--- src/rtl/fmem_pkg.sv ---
// Shared types and constants for the FMEM coefficient ROM read path.
package fmem_pkg;

    localparam int FMEM_DEPTH  = 16;
    localparam int FMEM_ADDR_W = 4;
    localparam int FMEM_DATA_W = 32;

    typedef logic signed [FMEM_DATA_W-1:0] fmem_word_t;

    typedef enum logic [1:0] {
        IDLE  = 2'd0,
        RUN   = 2'd1,
        DRAIN = 2'd2
    } fmem_rd_state_t;

    typedef struct packed {
        fmem_word_t data;
        logic       last;
    } fmem_entry_t;

endpackage

--- src/rtl/fmem_reader_if.sv ---
// Coefficient stream from the FMEM reader to the convolution MAC.
interface fmem_reader_if
    import fmem_pkg::*;
#(
    parameter int DATA_W = FMEM_DATA_W
);
    logic [DATA_W-1:0] m_data;
    logic              m_valid;
    logic              m_ready;
    logic              m_last;

    modport master (output m_data, output m_valid, output m_last, input  m_ready);
    modport slave  (input  m_data, input  m_valid, input  m_last, output m_ready);
endinterface

--- src/rtl/fmem_skid_fifo.sv ---
// Two-entry FIFO that soaks up words already in flight from the ROM while the MAC stalls.
module fmem_skid_fifo
    import fmem_pkg::*;
(
    input  logic        clk,
    input  logic        reset,
    input  logic        push,
    input  logic        pop,
    input  fmem_entry_t push_entry,
    output fmem_entry_t head,
    output logic [1:0]  count,
    output logic        full,
    output logic        empty
);

    fmem_entry_t mem [2];
    logic        rd_ptr;
    logic        wr_ptr;

    always_ff @(posedge clk) begin
        if (!reset) begin
            mem[0] <= '0;
            mem[1] <= '0;
            rd_ptr <= 1'b0;
            wr_ptr <= 1'b0;
            count  <= 2'd0;
        end else begin
            // Push into a full FIFO only happens alongside a pop, so the slot being overwritten is the head leaving.
            if (push) begin
                mem[wr_ptr] <= push_entry;
                wr_ptr      <= ~wr_ptr;
            end
            if (pop) begin
                rd_ptr <= ~rd_ptr;
            end
            case ({push, pop})
                2'b10:   count <= count + 2'd1;
                2'b01:   count <= count - 2'd1;
                default: count <= count;
            endcase
        end
    end

    assign head  = mem[rd_ptr];
    assign full  = (count == 2'd2);
    assign empty = (count == 2'd0);

endmodule

--- src/rtl/fmem_reader.sv ---
// Sweeps the FMEM ROM for a programmed number of passes and streams coefficients to the MAC.
//   state | meaning
//   IDLE  | waiting for start; done pulses here for one cycle after a job
//   RUN   | issuing ROM reads, addresses 0..DEPTH-1 per pass
//   DRAIN | last read issued; waiting for in-flight and buffered words to leave
module fmem_reader
    import fmem_pkg::*;
#(
    parameter int DEPTH  = FMEM_DEPTH,
    parameter int ADDR_W = FMEM_ADDR_W,
    parameter int DATA_W = FMEM_DATA_W,
    parameter int PASS_W = 8
)(
    input  logic              clk,
    input  logic              reset,
    input  logic              start,
    input  logic [PASS_W-1:0] num_passes,
    output logic [ADDR_W-1:0] rom_addr,
    input  logic [DATA_W-1:0] rom_data,
    fmem_reader_if.master     m,
    output logic              busy,
    output logic              done
);

    fmem_rd_state_t    state;
    fmem_rd_state_t    state_nxt;
    logic [ADDR_W-1:0] addr;
    logic [PASS_W-1:0] passes_left;
    logic              pending;
    logic              tag;
    logic              issue;
    logic              pop;
    logic              at_end;
    logic              done_nxt;
    logic [2:0]        occupancy;

    fmem_entry_t       push_entry;
    fmem_entry_t       head;
    logic [1:0]        fifo_count;
    logic              fifo_full;
    logic              fifo_empty;

    assign pop    = m.m_valid && m.m_ready;
    assign at_end = (addr == ADDR_W'(DEPTH - 1));
    // Words owed to the FIFO after this edge; keeping it below 2 means a push always has room.
    assign occupancy = {1'b0, fifo_count} + {2'b00, pending} - {2'b00, pop};

    always_ff @(posedge clk) begin
        if (!reset) begin
            state <= IDLE;
        end else begin
            state <= state_nxt;
        end
    end

    always_comb begin
        state_nxt = state;
        issue     = 1'b0;
        done_nxt  = 1'b0;
        unique case (state)
            IDLE: begin
                if (start) begin
                    if (num_passes != '0) begin
                        state_nxt = RUN;
                    end else begin
                        done_nxt = 1'b1;
                    end
                end
            end
            RUN: begin
                issue = (occupancy < 3'd2);
                if (issue && at_end && (passes_left == PASS_W'(1))) begin
                    state_nxt = DRAIN;
                end
            end
            DRAIN: begin
                if (!pending && fifo_empty) begin
                    state_nxt = IDLE;
                    done_nxt  = 1'b1;
                end
            end
            default: state_nxt = IDLE;
        endcase
    end

    always_ff @(posedge clk) begin
        if (!reset) begin
            addr        <= '0;
            passes_left <= '0;
            pending     <= 1'b0;
            tag         <= 1'b0;
            done        <= 1'b0;
        end else begin
            done    <= done_nxt;
            pending <= issue;
            if ((state == IDLE) && start && (num_passes != '0)) begin
                passes_left <= num_passes;
                addr        <= '0;
            end else if (issue) begin
                tag <= at_end;
                if (at_end) begin
                    addr        <= '0;
                    passes_left <= passes_left - 1'b1;
                end else begin
                    addr <= addr + 1'b1;
                end
            end
        end
    end

    always_ff @(posedge clk) begin
        if (reset) begin
            assert (!(pending && fifo_full && !pop));
        end
    end

    assign push_entry = {rom_data, tag};

    fmem_skid_fifo u_fifo (
        .clk        (clk),
        .reset      (reset),
        .push       (pending),
        .pop        (pop),
        .push_entry (push_entry),
        .head       (head),
        .count      (fifo_count),
        .full       (fifo_full),
        .empty      (fifo_empty)
    );

    assign rom_addr  = addr;
    assign busy      = (state != IDLE);
    assign m.m_valid = !fifo_empty;
    assign m.m_data  = head.data;
    assign m.m_last  = head.last;

endmodule

--- src/flat_wrapper.sv ---
// flat-port wrapper written by rule: the top's interface ports become plain ports
module fmem_reader_flat import fmem_pkg::*;
#(
    parameter int DEPTH  = FMEM_DEPTH,
    parameter int ADDR_W = FMEM_ADDR_W,
    parameter int DATA_W = FMEM_DATA_W,
    parameter int PASS_W = 8
)
  (clk, reset, start, num_passes, rom_addr, rom_data, busy, done, m_m_data, m_m_valid, m_m_last, m_m_ready);
  fmem_reader_if #(.DATA_W(DATA_W)) m_i ();
  input  logic clk;
  input  logic reset;
  input  logic start;
  input  logic [PASS_W-1:0] num_passes;
  output logic [ADDR_W-1:0] rom_addr;
  input  logic [DATA_W-1:0] rom_data;
  output logic busy;
  output logic done;
  output wire logic [$bits(m_i.m_data)-1:0] m_m_data;
  output wire logic [$bits(m_i.m_valid)-1:0] m_m_valid;
  output wire logic [$bits(m_i.m_last)-1:0] m_m_last;
  input wire logic [$bits(m_i.m_ready)-1:0] m_m_ready;
  assign m_m_data = m_i.m_data;
  assign m_m_valid = m_i.m_valid;
  assign m_m_last = m_i.m_last;
  assign m_i.m_ready = m_m_ready;
  fmem_reader #(.DEPTH(DEPTH), .ADDR_W(ADDR_W), .DATA_W(DATA_W), .PASS_W(PASS_W)) u_core (.clk(clk), .reset(reset), .start(start), .num_passes(num_passes), .rom_addr(rom_addr), .rom_data(rom_data), .m(m_i), .busy(busy), .done(done));
endmodule
--- config.mk ---
export PLATFORM = sky130hd
export DESIGN_NAME = fmem_reader_flat
export DESIGN_NICKNAME = d
export VERILOG_FILES = /design/src/rtl/fmem_pkg.sv /design/src/rtl/fmem_reader_if.sv /design/src/rtl/fmem_skid_fifo.sv /design/src/rtl/fmem_reader.sv /design/src/flat_wrapper.sv
export SDC_FILE = /design/constraint.sdc
export NUM_CORES = 1
export LEC_CHECK = 0
export ABC_CLOCK_PERIOD_IN_PS = 5100
export CAP_MARGIN = 5
export CORE_MARGIN = 2
export CORE_UTILIZATION = 60
export DETAILED_ROUTE_END_ITERATION = 8
export DONT_BUFFER_PORTS = 1
export PLACE_DENSITY = 0.72
export REMOVE_ABC_BUFFERS = 1
export SETUP_SLACK_MARGIN = 0.05
export SLEW_MARGIN = 30
export SYNTH_ARGS = -nofsm -noshare
export SYNTH_HDL_FRONTEND = slang
export SYNTH_SLANG_ARGS = --single-unit
--- constraint.sdc ---
create_clock -name clk -period 5.1 [get_ports clk]
set_clock_uncertainty 0.1 [all_clocks]
set_input_delay 1.02 -clock clk [delete_from_list [all_inputs] [get_ports clk]]
set_output_delay 1.02 -clock clk [all_outputs]
set_load 0.005 [all_outputs]
Yosys cells after proc, flatten, opt, wreduce, memory -nomap -nowiden
Memories as Yosys holds them, arrays and structs flattened. A register that Yosys moved wholly into a read port is not among the register bits.
Cells that the tools add are included.
{ "word_totals": {"elab_cells": 75, "reg_bits": 21, "ram_bits": 66, "inputBits": 44, "memories": 1} }
{ "classes": {"reduce_logical": 20, "n_eq_ne": 10, "n_bitwise": 4, "add_sub_neg": 6, "n_mux": 24, "n_lt_le_gt_ge": 1} }
{ "mem_list": {"columns": ["memory", "depth", "word_bits", "rd", "rd_clocked_by_memory_dff", "wr", "line", "text"], "rows": [
  ["u_core.u_fifo.mem", 2, 33, 1, 1, 2, "fmem_skid_fifo.sv:16", "fmem_entry_t mem [2];"]
]} }
{ "ops": {"columns": ["cell", "count"], "rows": [
  ["$mux W33", 1],
  ["$reduce_or A33 Y1", 1],
  ["$mux W8", 3],
  ["$mux W1", 12],
  ["$eq A8 B1 Y1 const B", 1],
  ["$mux W2", 4],
  ["$reduce_bool A2 Y1", 4],
  ["$reduce_bool A8 Y1", 1],
  ["$sub A8 B1 Y8 const B", 1],
  ["$logic_and A1 B1 Y1", 6],
  ["$pmux W2 S3", 1],
  ["$add A4 B1 Y4 const B", 1],
  ["$eq A2 B1 Y1 const B", 2],
  ["$eq A2 B2 Y1 const B", 2],
  ["$eq A4 B4 Y1 const B", 1],
  ["$logic_not A2 Y1", 2],
  ["$mux W4", 1],
  ["$ne A2 B1 Y1 const B", 2],
  ["$ne A2 B2 Y1 const B", 2],
  ["$not A1 Y1", 4],
  ["$pmux W2 S2", 1],
  ["$reduce_and A2 Y1", 2],
  ["$reduce_and A4 Y1", 1],
  ["$add A2 B1 Y3", 1],
  ["other kinds (7)", 8]
]} }

Longest topological paths before layout
Gate-level depths: netlist of run 1.
{ "depth": {"depth_word": 9, "ltp_mapped": 9, "ltp_nobuf": 8} }

Hierarchy
Synthesis of run 1 repeated with hierarchy kept, for this count alone.
{ "hier_totals": {"hier_cells": 355, "area_unflattened_um2": 3995.1} }
{ "by_module_without_submodules": {"columns": ["module", "seq_area_each_um2", "instances", "cells_each", "area_each_um2"], "rows": [
  ["fmem_skid_fifo", 2082.0, 1, 237, 3012.9],
  ["fmem_reader", 340.3, 1, 118, 982.2]
]} }

Worst setup path before layout of run 1
No wires, ideal clock.
{ "synth_path": {"path_kind": "reg2reg", "startpoint": "register u_core.pending", "endpoint": "memory u_core.u_fifo.mem[0][0] in the netlist's numbering, enable pin", "arrival_time_ns": 2.994, "path_stages_with_launch": 4, "path_slack_ns": 1.537, "t_required_ns": 4.531, "period_less_slack_ns": 3.563, "setup_time_ns": 0.469, "path_cell_list": "dfxtp_1 > clkbuf_1 > inv_1 > o21ai_0"} }
{ "synth_lines": {"columns": ["element", "line", "text"], "rows": [
  ["start, declared", "fmem_reader.sv:29", "logic pending;"],
  ["start signal, assigned", "fmem_reader.sv:95", "pending <= issue;"],
  ["end, declared", "fmem_skid_fifo.sv:16", null]
]} }

Final worst setup path of run 1
{ "layout_path": {"startpoint": "register u_core.u_fifo.count[1]", "endpoint": "register u_core.passes_left[5]"} }
{ "layout_between": {"elab_chain_len": 8, "word_cells_on_any_way": 9} }
{ "layout_rtl": {"columns": ["element", "line", "text"], "rows": [
  ["start, declared", "fmem_skid_fifo.sv:11", "output logic [1:0] count,"],
  ["start signal, assigned", "fmem_skid_fifo.sv:37", "2'b10: count <= count + 2'd1;"],
  ["start signal, assigned", "fmem_skid_fifo.sv:38", "2'b01: count <= count - 2'd1;"],
  ["start signal, assigned", "fmem_skid_fifo.sv:39", "default: count <= count;"],
  ["$logic_not A2 Y1", "fmem_skid_fifo.sv:46", "assign empty = (count == 2'd0);"],
  ["$logic_not A1 Y1", "fmem_reader.sv:133", "assign m.m_valid = !fifo_empty;"],
  ["named net m_m_valid", "flat_wrapper.sv:20", "output wire logic [$bits(m_i.m_valid)-1:0] m_m_valid;"],
  ["$logic_and A1 B1 Y1", "fmem_reader.sv:43", "assign pop = m.m_valid && m.m_ready;"],
  ["$sub A3 B1 Y3", "fmem_reader.sv:46", "assign occupancy = {1'b0, fifo_count} + {2'b00, pending} - {2'b00, pop};"],
  ["$lt A3 B2 Y1", "fmem_reader.sv:71", "issue = (occupancy < 3'd2);"],
  ["$mux W1", "fmem_reader.sv:60", "unique case (state)"],
  ["$reduce_bool A2 Y1 (no line)", null, null],
  ["$reduce_and A2 Y1 (no line)", null, null],
  ["end signal, assigned", "fmem_reader.sv:97", "passes_left <= num_passes;"],
  ["end signal, assigned", "fmem_reader.sv:103", "passes_left <= passes_left - 1'b1;"],
  ["end, declared", "fmem_reader.sv:28", "logic [PASS_W-1:0] passes_left;"]
]} }
The timed path passes the listed nets, and every way through them passes these cells.
A chain may end at the register's enable or synchronous reset.

==> results.json, run 1 <==
{
  "cts.clk_slew.worst_paths_ns": 0.09,
  "synthArstFlopShare_pct": 0,
  "place.gp.congestion": 0.840,
  "clkLatencyLatePin_ns": 0.35,
  "r2r-start": "u_core.u_fifo.count[1]",
  "r2r_end": "u_core.passes_left[5]",
  "grt_pass1_vias": 2299,
  "core_mm2": 0.00639,
  "areaGrowthSynthToFinish_pct": 7.89,
  "die_h_um": 85.6,
  "critical_path.slowest_cell": "or4_2",
  "cts_root_buf": "clkbuf_8",
  "outcome": "complete, no violations",
  "synth_top_family_by_area": "simple AND/OR/NAND/NOR gates",
  "slew_headroom_pct": 42.9,
  "antenna_left": 0,
  "yosys_register_bits": 88,
  "drive_above_1_share_pct": 20.3,
  "whs_ns": 0.389,
  "crit_family": "simple AND/OR/NAND/NOR gates",
  "hold_path.class": "reg -> reg",
  "cp.required_ns": 5.29,
  "post-route-min-period_ns": 2.90,
  "grt_pass1_wl_um": 11200,
  "synth-simple-area-share_pct": 19.7,
  "grt_overflow": 0,
  "antenna_found_initial": 0,
  "cts_tree": "yes",
  "syn_area_per_cell_um2": 12.6,
  "arrival_ns": 3.09,
  "synth-xor-area-share_pct": 1.28,
  "yosysUniqueCellTypes": 46,
  "num_vias": 2360,
  "crit_path_start_kind": "flop",
  "r2r_slack_ns": 2.20,
  "max_cap_violations": 0,
  "holdPathEnd": "u_core.tag",
  "fp.dieArea_mm2": 0.00732,
  "setup-violations-final": 0,
  "hold_start": "u_core.tag",
  "cts_resized": 0,
  "path_max_fanout": 7,
  "start_util_pct": 62.5,
  "totalWireLength_um": 7030,
  "grt_max_degree": 34,
  "ys_warn_count": 0,
  "period_share_pct": 56.9,
  "place.port_buffers": 0,
  "crit_buf_inv": 0,
  "final_nets": 363,
  "synthMuxAreaShare_pct": 9.56,
  "pin_count": 84,
  "cts.sinks": 88,
  "synthAdderAreaFrac_pct": 1.44,
  "insertedDiodeCount": 0,
  "worst_pin_slew_ns": 0.856,
  "numCtsBuffers": 9,
  "critPathKind": "reg -> reg",
  "placementRows": 29,
  "hold_viol": 0,
  "crit_path_cell_trace": "or2_2 > nand2_1 > nor2_1 > fa_1 > and3b_1 > nand4_1 > or4_2 > nand3_1",
  "post_cts_buffers": 0,
  "cts_buffer_depth": 2,
  "ys_seq_area_share_pct": 60.7,
  "ir_drop_uv": 214,
  "cts.hold.buffers_added": 0,
  "leakagePower_nw": 1.59,
  "drc_errors": 0,
  "synth-compound-area-share_pct": 4.76,
  "htreeDepth": 3,
  "synth_edf_count": 66,
  "slew_violations": 0,
  "endpoint_kind": "flop",
  "die_x_um": 85.6,
  "p_per_area_mw_per_mm2": 339,
  "via_per_inst": 5.94,
  "reg2reg_depth": 8,
  "fmax_mhz": 345,
  "setup_tns_ns": 0,
  "synthFlopType": "edfxtp_1",
  "drt-initial-drc-count": 87,
  "firstDrtPassIters": 4,
  "wl_per_cell_um": 17.7,
  "synthCells": 317,
  "hold_depth": 2,
  "syn_area_mm2": 0.00399,
  "cp_slowest_stage_delay_ns": 0.63,
  "dp_hpwl_um": 4510,
  "grt_setup_unrepaired": "no",
  "grt_usage_pct": 20.0
}
[per-layer routing]
metal | global-route usage (%) | vias up | share of wire [%] | wire (µm)
met5 | 0 | - | 0 | 0
met4 | 7.50 | 0 | 1.2 | 82
met3 | 6.83 | 6 | 7.4 | 521
met2 | 34.4 | 76 | 51 | 3610
met1 | 23.3 | 1152 | 40 | 2820
li1 | - | 1126 | - | -
[cell families after synthesis]
group | Yosys count
simple gates | 132
mux | 34
buf+inv | 24
xor+xnor | 5
fa+ha+maj | 4
compound gates | 30
flops | 88
[worst max-delay path by stage]
stage,from,endpoint,cells past startpoint
6_report,u_core.u_fifo.count[1],u_core.passes_left[5],8
5_1_grt,u_core.u_fifo.count[1],u_core.passes_left[5],8
4_1_cts,u_core.u_fifo.count[1],u_core.passes_left[5],8
3_5_place_dp,m_m_ready,u_core.passes_left[5],7
3_3_place_gp,m_m_ready,u_core.passes_left[5],7
2_1_floorplan,u_core.pending,u_core.u_fifo.mem[0][0],2
[cells in the mapped netlist (2+ instances only)]
master | count | area (µm²)
xnor2_1 | 2 | 17.5
or4_2 | 2 | 17.5
mux2_2 | 33 | 372
a22oi_1 | 2 | 15.0
nor3b_1 | 2 | 15.0
o21ai_0 | 7 | 35.0
nand3_1 | 12 | 60.1
o2111ai_1 | 2 | 17.5
nor3_1 | 3 | 15.0
nand2_1 | 9 | 33.8
xor2_1 | 2 | 17.5
clkbuf_1 | 13 | 48.8
dfxtp_1 | 22 | 440
nor2b_1 | 5 | 31.3
and3_1 | 4 | 25.0
edfxtp_1 | 66 | 1980
a21oi_1 | 9 | 45.0
inv_1 | 6 | 22.5
and2_1 | 67 | 419
nor2_1 | 11 | 41.3
buf_2 | 3 | 15.0
nand4_1 | 3 | 18.8
o21ai_1 | 2 | 10.0
or4_1 | 3 | 22.5
or3_4 | 2 | 22.5
or3_1 | 2 | 12.5
ha_1 | 3 | 37.5
or2_2 | 2 | 12.5
[area by class of cell]
cell class / count / area (µm²)
Sequential cell: 88 / 2420
Fill cell: 459 / 2080
Multi-Input combinational cell: 205 / 1490
Clock buffer: 9 / 124
Timing Repair Buffer: 5 / 57.6
Inverter: 6 / 22.5
Clock inverter: 7 / 101
Tap cell: 77 / 96.3
[registers in the layout, summed over array words and instances (netlist names), 2 cells and up, named ones only]
name                 count
u_core.passes_left       8
u_core.rom_addr          4
u_core.state             2
u_core.u_fifo.count      2
u_core.u_fifo.mem       66
[placed cells by master (no fill, tap or decap), drive strengths merged, types with 9 or more instances in the layout]
cell and instances:
and2 67, nand2 9, edfxtp 66, nand3 12, dfxtp 22, mux2 33, clkbuf 9, nor2 11
o21ai 9, a21oi 9, inv 9
[metrics by stage]
step / area [µm²] / cells / total power [mW] / utilization (%) / setup slack (ns)
6_report: 4310 / 397 / 1.46 / 67.5 / 2.20
3_3_place_gp: 4060 / 380 / 0.938 / 63.5 / 2.00
3_5_place_dp: 4080 / 381 / 0.944 / 63.9 / 1.89
5_1_grt: 4310 / 397 / 1.51 / 67.5 / 2.01
4_1_cts: 4310 / 397 / 1.48 / 67.5 / 2.21
2_1_floorplan: 3910 / 299 / 0.913 / - / 1.65
[tightest hold or removal path, delay by kind of cell (launching register included)]
family	cells	cell delay (ns)
AO/OA/AOI/OAI	1	0.06
AND/OR/NAND/NOR	1	0.06
flip-flops	1	0.33
[where the power goes]
part           total, mW  switching, mW  leakage, nW  internal, mW
combinational      0.106         0.0599        0.619        0.0464
sequential         0.820         0.0145        0.865         0.805
clock              0.535          0.254        0.107         0.281
(Power assumes the default switching activity.)
==> run 2, diff against run 1 <==
--- a/config.mk
+++ b/config.mk
@@ -5,7 +5,7 @@
 export SDC_FILE = /design/constraint.sdc
 export NUM_CORES = 1
 export LEC_CHECK = 0
-export ABC_CLOCK_PERIOD_IN_PS = 5100
+export ABC_CLOCK_PERIOD_IN_PS = 2900
 export CAP_MARGIN = 5
 export CORE_MARGIN = 2
 export CORE_UTILIZATION = 60
==> constraint.sdc (replaced) <==
create_clock -name clk -period 2.9 [get_ports clk]
set_clock_uncertainty 0.1 [all_clocks]
set_input_delay 0.58 -clock clk [delete_from_list [all_inputs] [get_ports clk]]
set_output_delay 0.58 -clock clk [all_outputs]
set_load 0.005 [all_outputs]
==> run 2 against run 1 <==
Against the previous run: count of clock-buffer cells in the layout unchanged; critical path depth did not move; sequential power rose by 76%; cell area grew 1.6%; critical endpoint is now u_core.passes_left[3]; largest cell class unchanged; sequential cell count did not move; fmax grew 8.2%.
==> results.json, run 2 (synthesized netlist as in run 1, its figures left out) <==
{
  "outcome": "complete, no violations",
  "num_vias": 2346,
  "clkLatencyLatePin_ns": 0.34,
  "cts_buffer_depth": 2,
  "placementRows": 29,
  "place.gp.congestion": 0.844,
  "die_x_um": 85.6,
  "hold_viol": 0,
  "wl_per_cell_um": 17.8,
  "areaGrowthSynthToFinish_pct": 9.65,
  "p_per_area_mw_per_mm2": 622,
  "whs_ns": 0.258,
  "placed_cells": 384,
  "cts.hold.buffers_added": 0,
  "power_mw": 2.72,
  "fp.dieArea_mm2": 0.00732,
  "critPathKind": "reg -> reg",
  "via_per_inst": 5.82,
  "slew_violations": 0,
  "hold_path.class": "in -> reg",
  "endpoint_kind": "flop",
  "post-route-min-period_ns": 2.68,
  "ir_drop_uv": 393,
  "totalWireLength_um": 7170,
  "drc_errors": 0,
  "grt_overflow": 0,
  "grt_pass1_wl_um": 11000,
  "largest_reg_flops": 66,
  "slew_headroom_pct": 41.4,
  "grt_setup_unrepaired": "no",
  "start_util_pct": 62.5,
  "insertedDiodeCount": 0,
  "place.port_buffers": 0,
  "final_nets": 369,
  "pin_count": 84,
  "worst_pin_slew_ns": 0.879,
  "grt_pass1_vias": 2277,
  "firstDrtPassIters": 4,
  "grt_usage_pct": 19.7,
  "setup_tns_ns": 0,
  "fmax_mhz": 373,
  "drive_above_1_share_pct": 22.4,
  "crit_path_start_kind": "flop",
  "die_h_um": 85.6,
  "cts.sinks": 88,
  "setup-violations-final": 0,
  "leakagePower_nw": 1.64,
  "htreeDepth": 3,
  "cp.required_ns": 3.09,
  "n_fill_cell": 461,
  "dp_hpwl_um": 4600,
  "instances_no_fill": 403,
  "cts_tree": "yes",
  "path_max_fanout": 6,
  "cts.clk_slew.worst_paths_ns": 0.08,
  "antenna_left": 0,
  "final_common_cell": "and2_1",
  "grt_max_degree": 34,
  "top_register": "u_core.u_fifo.mem",
  "antenna_found_initial": 0,
  "drt-initial-drc-count": 87,
  "core_mm2": 0.00639,
  "max_cap_violations": 0,
  "cts_root_buf": "clkbuf_8",
  "mostFrequentLayoutCells": "and2_1 (67), edfxtp_1 (66), mux2_2 (33), dfxtp_1 (21), nand3_1 (12)",
  "numCtsBuffers": 9,
  "period_share_pct": 92.4,
  "arrival_ns": 2.87
}
-- run 2: cell types whose count changed in the layout (fill, tap and decap cells not counted), sizes merged --
cell,previous run,this run
clkinvlp,2,0
clkinv,0,1
buf,5,11
inv,9,8
bufinv,2,4
-- run 2: path summary, 6_finish.rpt --
path         slack [ns]                    end                   start  cells after the start
max                0.22  u_core.passes_left[3]  u_core.u_fifo.count[0]                      8
min                0.26        u_core.state[1]                   reset                      1
max reg2reg        0.22  u_core.passes_left[3]  u_core.u_fifo.count[0]                      8
min reg2reg        0.38             u_core.tag              u_core.tag                      2
-- run 2: final cells by class --
type / count / area, µm² / area share (%)
Sequential cell: 88 / 2420 / 55.3
Multi-Input combinational cell: 205 / 1490 / 34.0
Clock inverter: 7 / 141 / 3.23
Clock buffer: 9 / 124 / 2.83
Tap cell: 77 / 96.3 / 2.20
Timing Repair Buffer: 11 / 82.6 / 1.89
Inverter: 6 / 22.5 / 0.514
-- run 2: per-stage QoR --
step	utilization [%]	setup slack, ns	area (µm²)
final	68.6	0.220	4380
after global routing	68.6	0.0679	4380
after CTS	68.1	0.156	4350
after detailed placement	64.0	0.156	4090
after floorplan	-	-0.549	3910
after global placement	64.0	0.252	4090
-- run 2: repair_timing --
action	CTS	global route
setup buffers	0	3
resized for setup	0	3
endpoints found under the setup margin	0	2
-- run 2: worst max-delay path, cell delays in order (launching register included) --
cell     delay, ns
dfxtp_1       0.35
or2_2         0.33
nand2_2       0.11
nor2_1        0.06
fa_1          0.53
and3b_2       0.24
nand4_1       0.23
or4_2         0.59
nand3_1       0.10
-- run 2: where the power goes --
group / internal (mW) / switching [mW] / total (mW) / leakage [nW]
registers: 1.42 / 0.0263 / 1.44 / 0.866
clock network: 0.663 / 0.431 / 1.09 / 0.132
logic: 0.0814 / 0.106 / 0.187 / 0.639
total: 2.16 / 0.563 / 2.72 / 1.64
-- run 2: metal layers --
layer / track usage, % / routed length (µm)
met1: 23.2 / 2920
met2: 34.0 / 3680
met3: 5.20 / 524
met4: 8.37 / 45
met5: 0 / 0
